**src/rtl/multi_lfsr_prng_if.sv**
```systemverilog
// rtl/multi_lfsr_prng_if.sv - seed/mode/output bundle for multi_lfsr_prng
//
// Purpose: groups the seed, control and valid/ready output signals of the
// generator so they travel as one port.
// Signals:
//   i_seed_in     seed value
//   i_seed_valid  load i_seed_in this cycle, always accepted
//   i_mode        0=XOR all, 1=round-robin, 2=single LFSR, 3=as 0
//   i_sel         LFSR index for mode 2
//   i_out_ready   consumer accepts o_out_data
//   o_out_data    random word
//   o_out_valid   o_out_data holds an unconsumed word
//   o_busy        high during warm-up
// Modports: master drives the controls and consumes data, slave is the generator.
interface multi_lfsr_prng_if #(
  parameter int WIDTH = 16
);
  logic [WIDTH-1:0] i_seed_in;
  logic             i_seed_valid;
  logic [1:0]       i_mode;
  logic [1:0]       i_sel;
  logic             i_out_ready;
  logic [WIDTH-1:0] o_out_data;
  logic             o_out_valid;
  logic             o_busy;

  modport master (
    output i_seed_in, i_seed_valid, i_mode, i_sel, i_out_ready,
    input  o_out_data, o_out_valid, o_busy
  );

  modport slave (
    input  i_seed_in, i_seed_valid, i_mode, i_sel, i_out_ready,
    output o_out_data, o_out_valid, o_busy
  );
endinterface

```
**src/rtl/multi_lfsr_prng.sv**
```systemverilog
// rtl/multi_lfsr_prng.sv - multi Galois-LFSR random word generator
//
// Purpose: runs NUM_LFSR right-shift Galois LFSRs of WIDTH bits, each with its
// own feedback mask, and emits one combined word per accepted transfer.
// Output is the XOR of all LFSRs, a round-robin pick, or one selected LFSR.
// A seed load restarts everything and is followed by WARMUP free-running
// steps before words are produced.
// Ports:
//   i_clk  clock, rising edge
//   i_rst  asynchronous reset, active-high
//   bus    multi_lfsr_prng_if slave modport (seed, mode/sel, valid/ready output)
module multi_lfsr_prng #(
  parameter int          WIDTH    = 16,
  parameter int          NUM_LFSR = 4,
  parameter logic [31:0] POLY0    = 32'h0000_B400,
  parameter logic [31:0] POLY1    = 32'h0000_8016,
  parameter logic [31:0] POLY2    = 32'h0000_801C,
  parameter logic [31:0] POLY3    = 32'h0000_801F,
  parameter int          WARMUP   = 16
) (
  input  logic              i_clk,
  input  logic              i_rst,
  multi_lfsr_prng_if.slave  bus
);

  localparam logic [WIDTH-1:0] POLY [4] = '{
    POLY0[WIDTH-1:0], POLY1[WIDTH-1:0], POLY2[WIDTH-1:0], POLY3[WIDTH-1:0]
  };
  localparam logic [15:0] WARMUP_N = WARMUP[15:0];
  localparam logic [1:0]  RR_LAST  = 2'(NUM_LFSR - 1);

  typedef enum logic [1:0] {
    ST_IDLE   = 2'd0,
    ST_WARMUP = 2'd1,
    ST_RUN    = 2'd2
  } state_t;

  state_t           r_state;
  // Always four slots; slots at or above NUM_LFSR stay at zero so the
  // round-robin and select muxes can index with a plain 2-bit value.
  logic [WIDTH-1:0] r_lfsr [4];
  logic [15:0]      r_cnt;
  logic [1:0]       r_rr;
  logic [WIDTH-1:0] r_out_data;
  logic             r_out_valid;
  logic             r_busy;

  logic [WIDTH-1:0] w_seed0;
  logic [WIDTH-1:0] w_seeded [4];
  logic [WIDTH-1:0] w_step [4];
  logic [WIDTH-1:0] w_xor;
  logic [WIDTH-1:0] w_word;
  logic [1:0]       w_sel_idx;
  logic [1:0]       w_rr_next;
  logic [15:0]      w_cnt_next;
  logic             w_advance;

  // Rotate left by n bit positions within WIDTH.
  function automatic logic [WIDTH-1:0] f_rotl(input logic [WIDTH-1:0] x, input int n);
    logic [WIDTH-1:0] r;
    r = '0;
    for (int b = 0; b < WIDTH; b++) begin
      r[(b + n) % WIDTH] = x[b];
    end
    return r;
  endfunction

  always_comb begin
    // A zero seed would lock every LFSR at zero, so it is promoted to 1.
    w_seed0 = (bus.i_seed_in == '0) ? {{(WIDTH-1){1'b0}}, 1'b1} : bus.i_seed_in;

    for (int i = 0; i < 4; i++) begin
      w_seeded[i] = f_rotl(w_seed0, (4 * i) % WIDTH);
      w_step[i]   = (r_lfsr[i] >> 1) ^ (r_lfsr[i][0] ? POLY[i] : '0);
    end

    w_xor = '0;
    for (int i = 0; i < NUM_LFSR; i++) begin
      w_xor = w_xor ^ w_step[i];
    end

    w_sel_idx = (int'(bus.i_sel) < NUM_LFSR) ? bus.i_sel : 2'd0;

    case (bus.i_mode)
      2'd1:    w_word = w_step[r_rr];
      2'd2:    w_word = w_step[w_sel_idx];
      default: w_word = w_xor;
    endcase

    w_rr_next  = (r_rr == RR_LAST) ? 2'd0 : r_rr + 2'd1;
    w_cnt_next = r_cnt + 16'd1;
    // A word is produced when the output slot is empty or being drained.
    w_advance  = !r_out_valid || bus.i_out_ready;
  end

  always_ff @(posedge i_clk or posedge i_rst) begin
    if (i_rst) begin
      r_state     <= ST_IDLE;
      for (int i = 0; i < 4; i++) begin
        r_lfsr[i] <= '0;
      end
      r_cnt       <= '0;
      r_rr        <= 2'd0;
      r_out_data  <= '0;
      r_out_valid <= 1'b0;
      r_busy      <= 1'b0;
    end else if (bus.i_seed_valid) begin
      // Seeding wins in every state and discards any pending word;
      // out_data keeps its last value.
      for (int i = 0; i < 4; i++) begin
        r_lfsr[i] <= (i < NUM_LFSR) ? w_seeded[i] : '0;
      end
      r_cnt       <= '0;
      r_rr        <= 2'd0;
      r_out_valid <= 1'b0;
      if (WARMUP_N == 16'd0) begin
        r_state <= ST_RUN;
        r_busy  <= 1'b0;
      end else begin
        r_state <= ST_WARMUP;
        r_busy  <= 1'b1;
      end
    end else begin
      case (r_state)
        ST_IDLE: begin
          r_out_valid <= 1'b0;
        end
        ST_WARMUP: begin
          for (int i = 0; i < 4; i++) begin
            r_lfsr[i] <= (i < NUM_LFSR) ? w_step[i] : '0;
          end
          r_cnt <= w_cnt_next;
          if (w_cnt_next == WARMUP_N) begin
            r_state <= ST_RUN;
            r_busy  <= 1'b0;
          end
        end
        ST_RUN: begin
          if (w_advance) begin
            for (int i = 0; i < 4; i++) begin
              r_lfsr[i] <= (i < NUM_LFSR) ? w_step[i] : '0;
            end
            r_out_data  <= w_word;
            r_out_valid <= 1'b1;
            if (bus.i_mode == 2'd1) begin
              r_rr <= w_rr_next;
            end
          end
        end
        default: begin
          r_state <= ST_IDLE;
          r_busy  <= 1'b0;
        end
      endcase
    end
  end

  assign bus.o_out_data  = r_out_data;
  assign bus.o_out_valid = r_out_valid;
  assign bus.o_busy      = r_busy;

endmodule

```
**src/flat_wrapper.sv**
```systemverilog
// flat-port wrapper written by rule: the top's interface ports become plain ports
module multi_lfsr_prng_flat 
#(
  parameter int          WIDTH    = 16,
  parameter int          NUM_LFSR = 4,
  parameter logic [31:0] POLY0    = 32'h0000_B400,
  parameter logic [31:0] POLY1    = 32'h0000_8016,
  parameter logic [31:0] POLY2    = 32'h0000_801C,
  parameter logic [31:0] POLY3    = 32'h0000_801F,
  parameter int          WARMUP   = 16
)
  (i_clk, i_rst, bus_i_seed_in, bus_i_seed_valid, bus_i_mode, bus_i_sel, bus_i_out_ready, bus_o_out_data, bus_o_out_valid, bus_o_busy);
  multi_lfsr_prng_if #(.WIDTH(WIDTH)) bus_i ();
  input  logic i_clk;
  input  logic i_rst;
  input wire logic [$bits(bus_i.i_seed_in)-1:0] bus_i_seed_in;
  input wire logic [$bits(bus_i.i_seed_valid)-1:0] bus_i_seed_valid;
  input wire logic [$bits(bus_i.i_mode)-1:0] bus_i_mode;
  input wire logic [$bits(bus_i.i_sel)-1:0] bus_i_sel;
  input wire logic [$bits(bus_i.i_out_ready)-1:0] bus_i_out_ready;
  output wire logic [$bits(bus_i.o_out_data)-1:0] bus_o_out_data;
  output wire logic [$bits(bus_i.o_out_valid)-1:0] bus_o_out_valid;
  output wire logic [$bits(bus_i.o_busy)-1:0] bus_o_busy;
  assign bus_i.i_seed_in = bus_i_seed_in;
  assign bus_i.i_seed_valid = bus_i_seed_valid;
  assign bus_i.i_mode = bus_i_mode;
  assign bus_i.i_sel = bus_i_sel;
  assign bus_i.i_out_ready = bus_i_out_ready;
  assign bus_o_out_data = bus_i.o_out_data;
  assign bus_o_out_valid = bus_i.o_out_valid;
  assign bus_o_busy = bus_i.o_busy;
  multi_lfsr_prng #(.WIDTH(WIDTH), .NUM_LFSR(NUM_LFSR), .POLY0(POLY0), .POLY1(POLY1), .POLY2(POLY2), .POLY3(POLY3), .WARMUP(WARMUP)) u_core (.i_clk(i_clk), .i_rst(i_rst), .bus(bus_i));
endmodule
```
**config.mk**
```make
export PLATFORM = sky130hd
export DESIGN_NAME = multi_lfsr_prng_flat
export DESIGN_NICKNAME = d
export VERILOG_FILES = /design/src/rtl/multi_lfsr_prng_if.sv /design/src/rtl/multi_lfsr_prng.sv /design/src/flat_wrapper.sv
export SDC_FILE = /design/constraint.sdc
export NUM_CORES = 1
export LEC_CHECK = 0
export ABC_CLOCK_PERIOD_IN_PS = 3600
export CAP_MARGIN = 20
export CORE_ASPECT_RATIO = 0.5
export CORE_MARGIN = 5
export CORE_UTILIZATION = 40
export CTS_CLUSTER_SIZE = 30
export DETAILED_ROUTE_END_ITERATION = 12
export GPL_TIMING_DRIVEN = 0
export HOLD_SLACK_MARGIN = 0.06
export SLEW_MARGIN = 10
export SYNTH_ARGS = -nofsm -noshare
export SYNTH_HDL_FRONTEND = slang
export SYNTH_SLANG_ARGS = --single-unit
```
**constraint.sdc**
```tcl
create_clock -name i_clk -period 3.6 [get_ports i_clk]
set_input_delay 0.72 -clock i_clk [delete_from_list [all_inputs] [get_ports i_clk]]
set_output_delay 0.72 -clock i_clk [all_outputs]
set_load 0.01 [all_outputs]
```
; Word-level counts from Yosys, hierarchy flattened
; Index checks and enable logic that the tools add are counted.
[classes]
add_sub_neg = 2
magnitude_cmp = 2
n_eq_ne = 9
n_mux = 31
bitwise_logic = 10
n_reduce_logical = 16
[op_table]
columns = operator, count
row1 = $mux W16, 11
row2 = $mux W64, 2
row3 = $pmux W64 S2, 1
row4 = $bmux W16 S2, 2
row5 = $xor A15 B16 Y16, 4
row6 = $xor A16 B16 Y16, 3
row7 = $pmux W16 S2, 1
row8 = $add A16 B1 Y16 const B, 1
row9 = $eq A16 B5 Y1 const B, 1
row10 = $logic_not A16 Y1, 1
row11 = $mux W2, 7
row12 = $reduce_bool A2 Y1, 4
row13 = $eq A2 B2 Y1 const B, 3
row14 = $ge A3 B3 Y1 const B, 2
row15 = $ne A3 B2 Y1 const B, 2
row16 = $not A2 Y3, 2
row17 = $reduce_and A2 Y1, 3
row18 = $reduce_and A3 Y1, 2
row19 = $reduce_bool A3 Y1, 2
row20 = $eq A2 B1 Y1 const B, 2
row21 = $mux W1, 4
row22 = $pmux W1 S2, 2
row23 = $pmux W2 S2, 1
row24 = $add A2 B1 Y2 const B, 1
row25 = 6 further kinds, 6
[word_totals]
reg_bits = 102
inputBits = 24
output_inout_bits = 18
wordCells = 80

; Longest topological paths before layout
[logic_depth]
depth_word = 6
depth_mapped = 7
ltp_nobuf = 6

; Worst setup path after synthesis
; No wires, ideal clock.
[synth_path]
path_type = input to register
start = input port bus_i_sel[1]
end = register u_core.r_out_data[5] (netlist: u_core.bus.o_out_data[5])
setup_ps = 118
arrival_time_ps = 2002
required_ps = 3482
path_slack_ps = 1480
cell_stages = 6
n_path_buf = 2
cell_sequence = buf_4 buf_6 mux4_2 a221oi_1 a211oi_1 a21o_1
[synth_between]
elab_chain_len = 5
[synth_rtl]
columns = item, line_no
row1 = from (decl), flat_wrapper.sv:19  ; input wire logic [$bits(bus_i.i_sel)-1:0] bus_i_sel;
row2 = $not A2 Y3 (implied by the code), multi_lfsr_prng.sv:86  ; 2'd2: w_word = w_step[w_sel_idx];
row3 = $bmux W16 S2, multi_lfsr_prng.sv:86
row4 = $mux W16 (implied by the code) (2 in series), multi_lfsr_prng.sv:86
row5 = $pmux W16 S2, multi_lfsr_prng.sv:84  ; case (bus.i_mode)
row6 = to (signal assigned), multi_lfsr_prng.sv:143  ; r_out_data <= w_word;
row7 = to (decl), multi_lfsr_prng.sv:44  ; logic [WIDTH-1:0] r_out_data;
; No other way between the ends. The select of a mux whose other input is x is not followed.
; A chain may end at the register's enable or synchronous reset.

; Worst setup path in the final report
[layout_path]
start = input port bus_i_out_ready
end = register u_core.r_out_data[11] (netlist: u_core.bus.o_out_data[11])
[layout_between]
elab_chain_len = 2
[layout_rtl]
columns = item, line_no
row1 = from (decl), flat_wrapper.sv:20  ; input wire logic [$bits(bus_i.i_out_ready)-1:0] bus_i_out_ready;
row2 = $logic_or A1 B1 Y1, multi_lfsr_prng.sv:93  ; w_advance = !r_out_valid || bus.i_out_ready;
row3 = $reduce_and A3 Y1 (no line), n/a
; No other way between the ends.

==> load_flow_metrics.sql <==
INSERT INTO impl_metrics (metric_group, metric, value, unit) VALUES
('run_status', 'run_status', 'complete, no violations', ''),
('cts', 'clk-insertion-delay-late', '0.35', 'ns'),
('power_and_ir_drop', 'vdd_ir_drop_max', '205', 'uV'),
('timing', 'max_freq', '0.340', 'GHz'),
('placed_design', 'placed_cell_area', '0.00704', 'mm^2'),
('setup_path', 'worstSetupPathType', 'input pin to flop', ''),
('synth', 'synth-main-ff-cell', 'sky130_fd_sc_hd__dfrtp_1', ''),
('synth', 'synth_commonest_cells', 'sky130_fd_sc_hd__dfrtp_1, sky130_fd_sc_hd__nor2_1, sky130_fd_sc_hd__xnor2_1', ''),
('final_layout', 'multi_input_comb_area', '0.00355', 'mm^2'),
('timing', 'least_margin_pin_slew', '0.808', 'ns'),
('grt', 'groute.layer.met2.usage', '30.8', '%'),
('floorplan', 'core_region_area', '0.0155', 'mm^2'),
('detailed_routing', 'drt_first_pass_iters', '5', ''),
('detailed_routing', 'avgViaCountPerCell', '5.90', ''),
('setup_path', 'timing.critical_path.cells', 'clkdlybuf4s50_1 -> inv_1 -> a21oi_1 -> nand2_1 -> clkbuf_1 -> a211oi_1 -> a21o_1', ''),
('cts', 'cts.sinks', '101', ''),
('grt', 'met3_usage', '7.36', '%'),
('cts', 'postCtsSetupBuffers', '0', ''),
('placed_design', 'placement.io_buffers', '38', ''),
('grt', 'globalRouteOverflowTotal', '0', ''),
('floorplan', 'row_count', '32', ''),
('timing', 'period_share', '81.8', '%'),
('detailed_routing', 'drc_errors', '0', ''),
('synth', 'synth_cell_types', '46', ''),
('synth', 'dominant_combinational_cell_family_by_area_after_synthesis', 'multiplexers', ''),
('cts', 'cts.path.max_buffers', '2', ''),
('synth', 'async_flop_share', '100', '%'),
('setup_path', 'critical_path_arrival', '3.24', 'ns'),
('floorplan', 'die_w', '189', 'um'),
('grt', 'first_global_vias', '5083', ''),
('synth', 'mappedNetlistNets', '650', ''),
('synth', 'synth_most_common_cell', 'sky130_fd_sc_hd__dfrtp_1', ''),
('final_layout', 'design.final.nets', '700', ''),
('setup_path', 'timing.critical_path.slowest_cell_delay', '0.60', 'ns'),
('synth', 'synth-xor-area-share', '11.0', '%'),
('grt', 'antenna_found_initial', '0', ''),
('final_layout', 'ff_latch_area', '0.00253', 'mm^2'),
('floorplan', 'floorplan.die_area', '0.0187', 'mm^2'),
('detailed_routing', 'drt_iter0_markers', '414', ''),
('grt', 'maximum_number_of_pins_on_one_net_before_global_route_repair', '86', ''),
('cts', 'htree_levels', '3', ''),
('placed_design', 'place_inst', '864', ''),
('timing', 'hold_viol', '0', ''),
('placed_design', 'setup_ws_pre_cts', '0.419', 'ns'),
('setup_path', 'critical_path.endpoint_type', 'flop', ''),
('hold_path', 'hold_path_class', 'flop to flop', ''),
('synth', 'synth-warning-count', '0', ''),
('synth', 'synth-compound-area-share', '14.3', '%'),
('floorplan', 'die_y', '99.3', 'um'),
('detailed_routing', 'finalWirelength', '19.0', 'mm'),
('cts', 'root_buffer', 'sky130_fd_sc_hd__clkbuf_16', ''),
('timing', 'rsz0062_at_grt', 'no', ''),
('detailed_routing', 'antenna_left', '0', ''),
('setup_path', 'critical_path_source_type', 'input pin', ''),
('floorplan', 'ios', '42', ''),
('run', 'cap_violations', '0', ''),
('setup_path', 'crit_path_max_fanout', '10', ''),
('timing', 'slew_headroom', '46.1', '%'),
('timing', 'slew_violations', '0', ''),
('grt', 'grt_pass1_wl', '29.7', 'mm'),
('final_layout', 'area_growth_syn_to_layout', '15.0', '%'),
('setup_path', 'worst-endpoint-required', '3.90', 'ns'),
('synth', 'synth.yosys.seq_area_share', '39.7', '%'),
('final_layout', 'fill_cell_count', '1480', ''),
('detailed_routing', 'vias', '5185', ''),
('final_layout', 'layout.cells.non_filler', '879', ''),
('synth', 'synth_adder_area_share', '0.982', '%'),
('synth', 'synthDominantAreaCellType', 'sky130_fd_sc_hd__dfrtp_1', ''),
('grt', 'grt_use_met1', '28.8', '%'),
('cts', 'cts_buffers', '9', ''),
('synth', 'biggest_area_contributors_in_the_synthesized_netlist', 'sky130_fd_sc_hd__dfrtp_1, sky130_fd_sc_hd__mux4_2, sky130_fd_sc_hd__xnor2_1', '');
placed cells by master, fill, tap and decap left out, types with 2 or more instances in the layout:
master	instances
sky130_fd_sc_hd__nand3_1	8
sky130_fd_sc_hd__a21oi_1	21
sky130_fd_sc_hd__mux2i_1	35
sky130_fd_sc_hd__a22o_1	7
sky130_fd_sc_hd__ha_1	5
sky130_fd_sc_hd__dfrtp_1	101
sky130_fd_sc_hd__nand4_1	6
sky130_fd_sc_hd__nor2_1	86
sky130_fd_sc_hd__a21o_1	9
sky130_fd_sc_hd__inv_6	3
sky130_fd_sc_hd__o21ai_1	2
sky130_fd_sc_hd__mux4_1	4
sky130_fd_sc_hd__nor3_1	5
sky130_fd_sc_hd__buf_1	4
sky130_fd_sc_hd__or2_2	2
sky130_fd_sc_hd__xnor2_1	49
sky130_fd_sc_hd__buf_6	5
sky130_fd_sc_hd__xor2_1	31
sky130_fd_sc_hd__a221o_1	3
sky130_fd_sc_hd__nand2_1	43
sky130_fd_sc_hd__o21ai_0	30
sky130_fd_sc_hd__nor4_1	7
sky130_fd_sc_hd__clkbuf_16	9
sky130_fd_sc_hd__nor2b_1	5
sky130_fd_sc_hd__and2_1	2
sky130_fd_sc_hd__o22a_1	4
sky130_fd_sc_hd__mux4_2	28
sky130_fd_sc_hd__or3_1	3
sky130_fd_sc_hd__clkdlybuf4s50_1	38
sky130_fd_sc_hd__buf_2	17
sky130_fd_sc_hd__a211oi_1	9
sky130_fd_sc_hd__nand2b_1	7
sky130_fd_sc_hd__inv_1	4
sky130_fd_sc_hd__clkbuf_1	28
sky130_fd_sc_hd__buf_4	2
sky130_fd_sc_hd__a221oi_1	36
metrics by stage:
step                      power (mW)  hold WS (ns)  TNS (ns)  util [%]
final                           3.35         0.480         0      47.3
after floorplan                 2.08         0.469         0         -
after global routing            3.49         0.498         0      47.3
after CTS                       3.35         0.484         0      47.3
after global placement          2.32         0.463   -160.98      45.2
after detailed placement        2.36         0.467         0      45.4
area by class of cell:
cell class                      count  area share [%]
Multi-Input combinational cell    460            48.5
Sequential cell                   101            34.5
Timing Repair Buffer               39            5.56
Buffer                             55            3.72
Tap cell                          204            3.48
Clock buffer                       10            3.12
Clock inverter                      5           0.819
Inverter                            5           0.324
per-layer routing:
metal,share of wire [%],vias to the layer above
met3,9.6,29
met4,1.6,0
met2,43,199
met1,46,2602
met5,0,-
li1,-,2355
power by group:
group | leakage, nW | switching (mW) | internal, mW
Combinational | 1.59 | 0.482 | 0.469
Clock | 0.139 | 0.460 | 0.541
Sequential | 1.25 | 0.150 | 1.25
registers in the layout (all words and copies together), names as in the netlist:
name / count
u_core.bus.o_out_data: 16
u_core.bus.o_out_valid: 1
u_core.r_cnt: 16
u_core.r_lfsr: 64
u_core.r_rr: 2
u_core.r_state: 2
cell families (layout without fill, tap and decap cells):
logic type,Yosys count,in the layout
AO/OA/AOI/OAI,129,129
adder cells (fa/ha/maj),5,5
buffers and inverters,60,114
AND/OR/NAND/NOR,178,178
multiplexers,68,68
XOR/XNOR,80,80
flip-flops,101,101
worst max-delay path, delay by kind of cell:
kind | cells | cell delay, ns
AND/OR/NAND/NOR | 1 | 0.41
buffers and inverters | 3 | 0.90
AO/OA/AOI/OAI | 3 | 1.21
path summary, 6_finish.rpt:
path                                                       start  slack, ns                               endpoint  cells past startpoint
setup / recovery                                 bus_i_out_ready       0.66  u_core.bus.o_out_data[11]$_DFFE_PP0P_                      7
hold / removal             u_core.bus.o_out_data[12]$_DFFE_PP0P_       0.48  u_core.bus.o_out_data[12]$_DFFE_PP0P_                      2
setup reg to reg                   u_core.r_state[0]$_DFFE_PP0P_       0.84  u_core.bus.o_out_data[11]$_DFFE_PP0P_                      6
hold reg to reg            u_core.bus.o_out_data[12]$_DFFE_PP0P_       0.48  u_core.bus.o_out_data[12]$_DFFE_PP0P_                      2
max in group asynchronous                                  i_rst       2.28   u_core.bus.o_out_data[1]$_DFFE_PP0P_                      3
min in group asynchronous                                  i_rst       0.67           u_core.r_cnt[10]$_DFFE_PP0P_                      2
(Power assumes the default switching activity.)
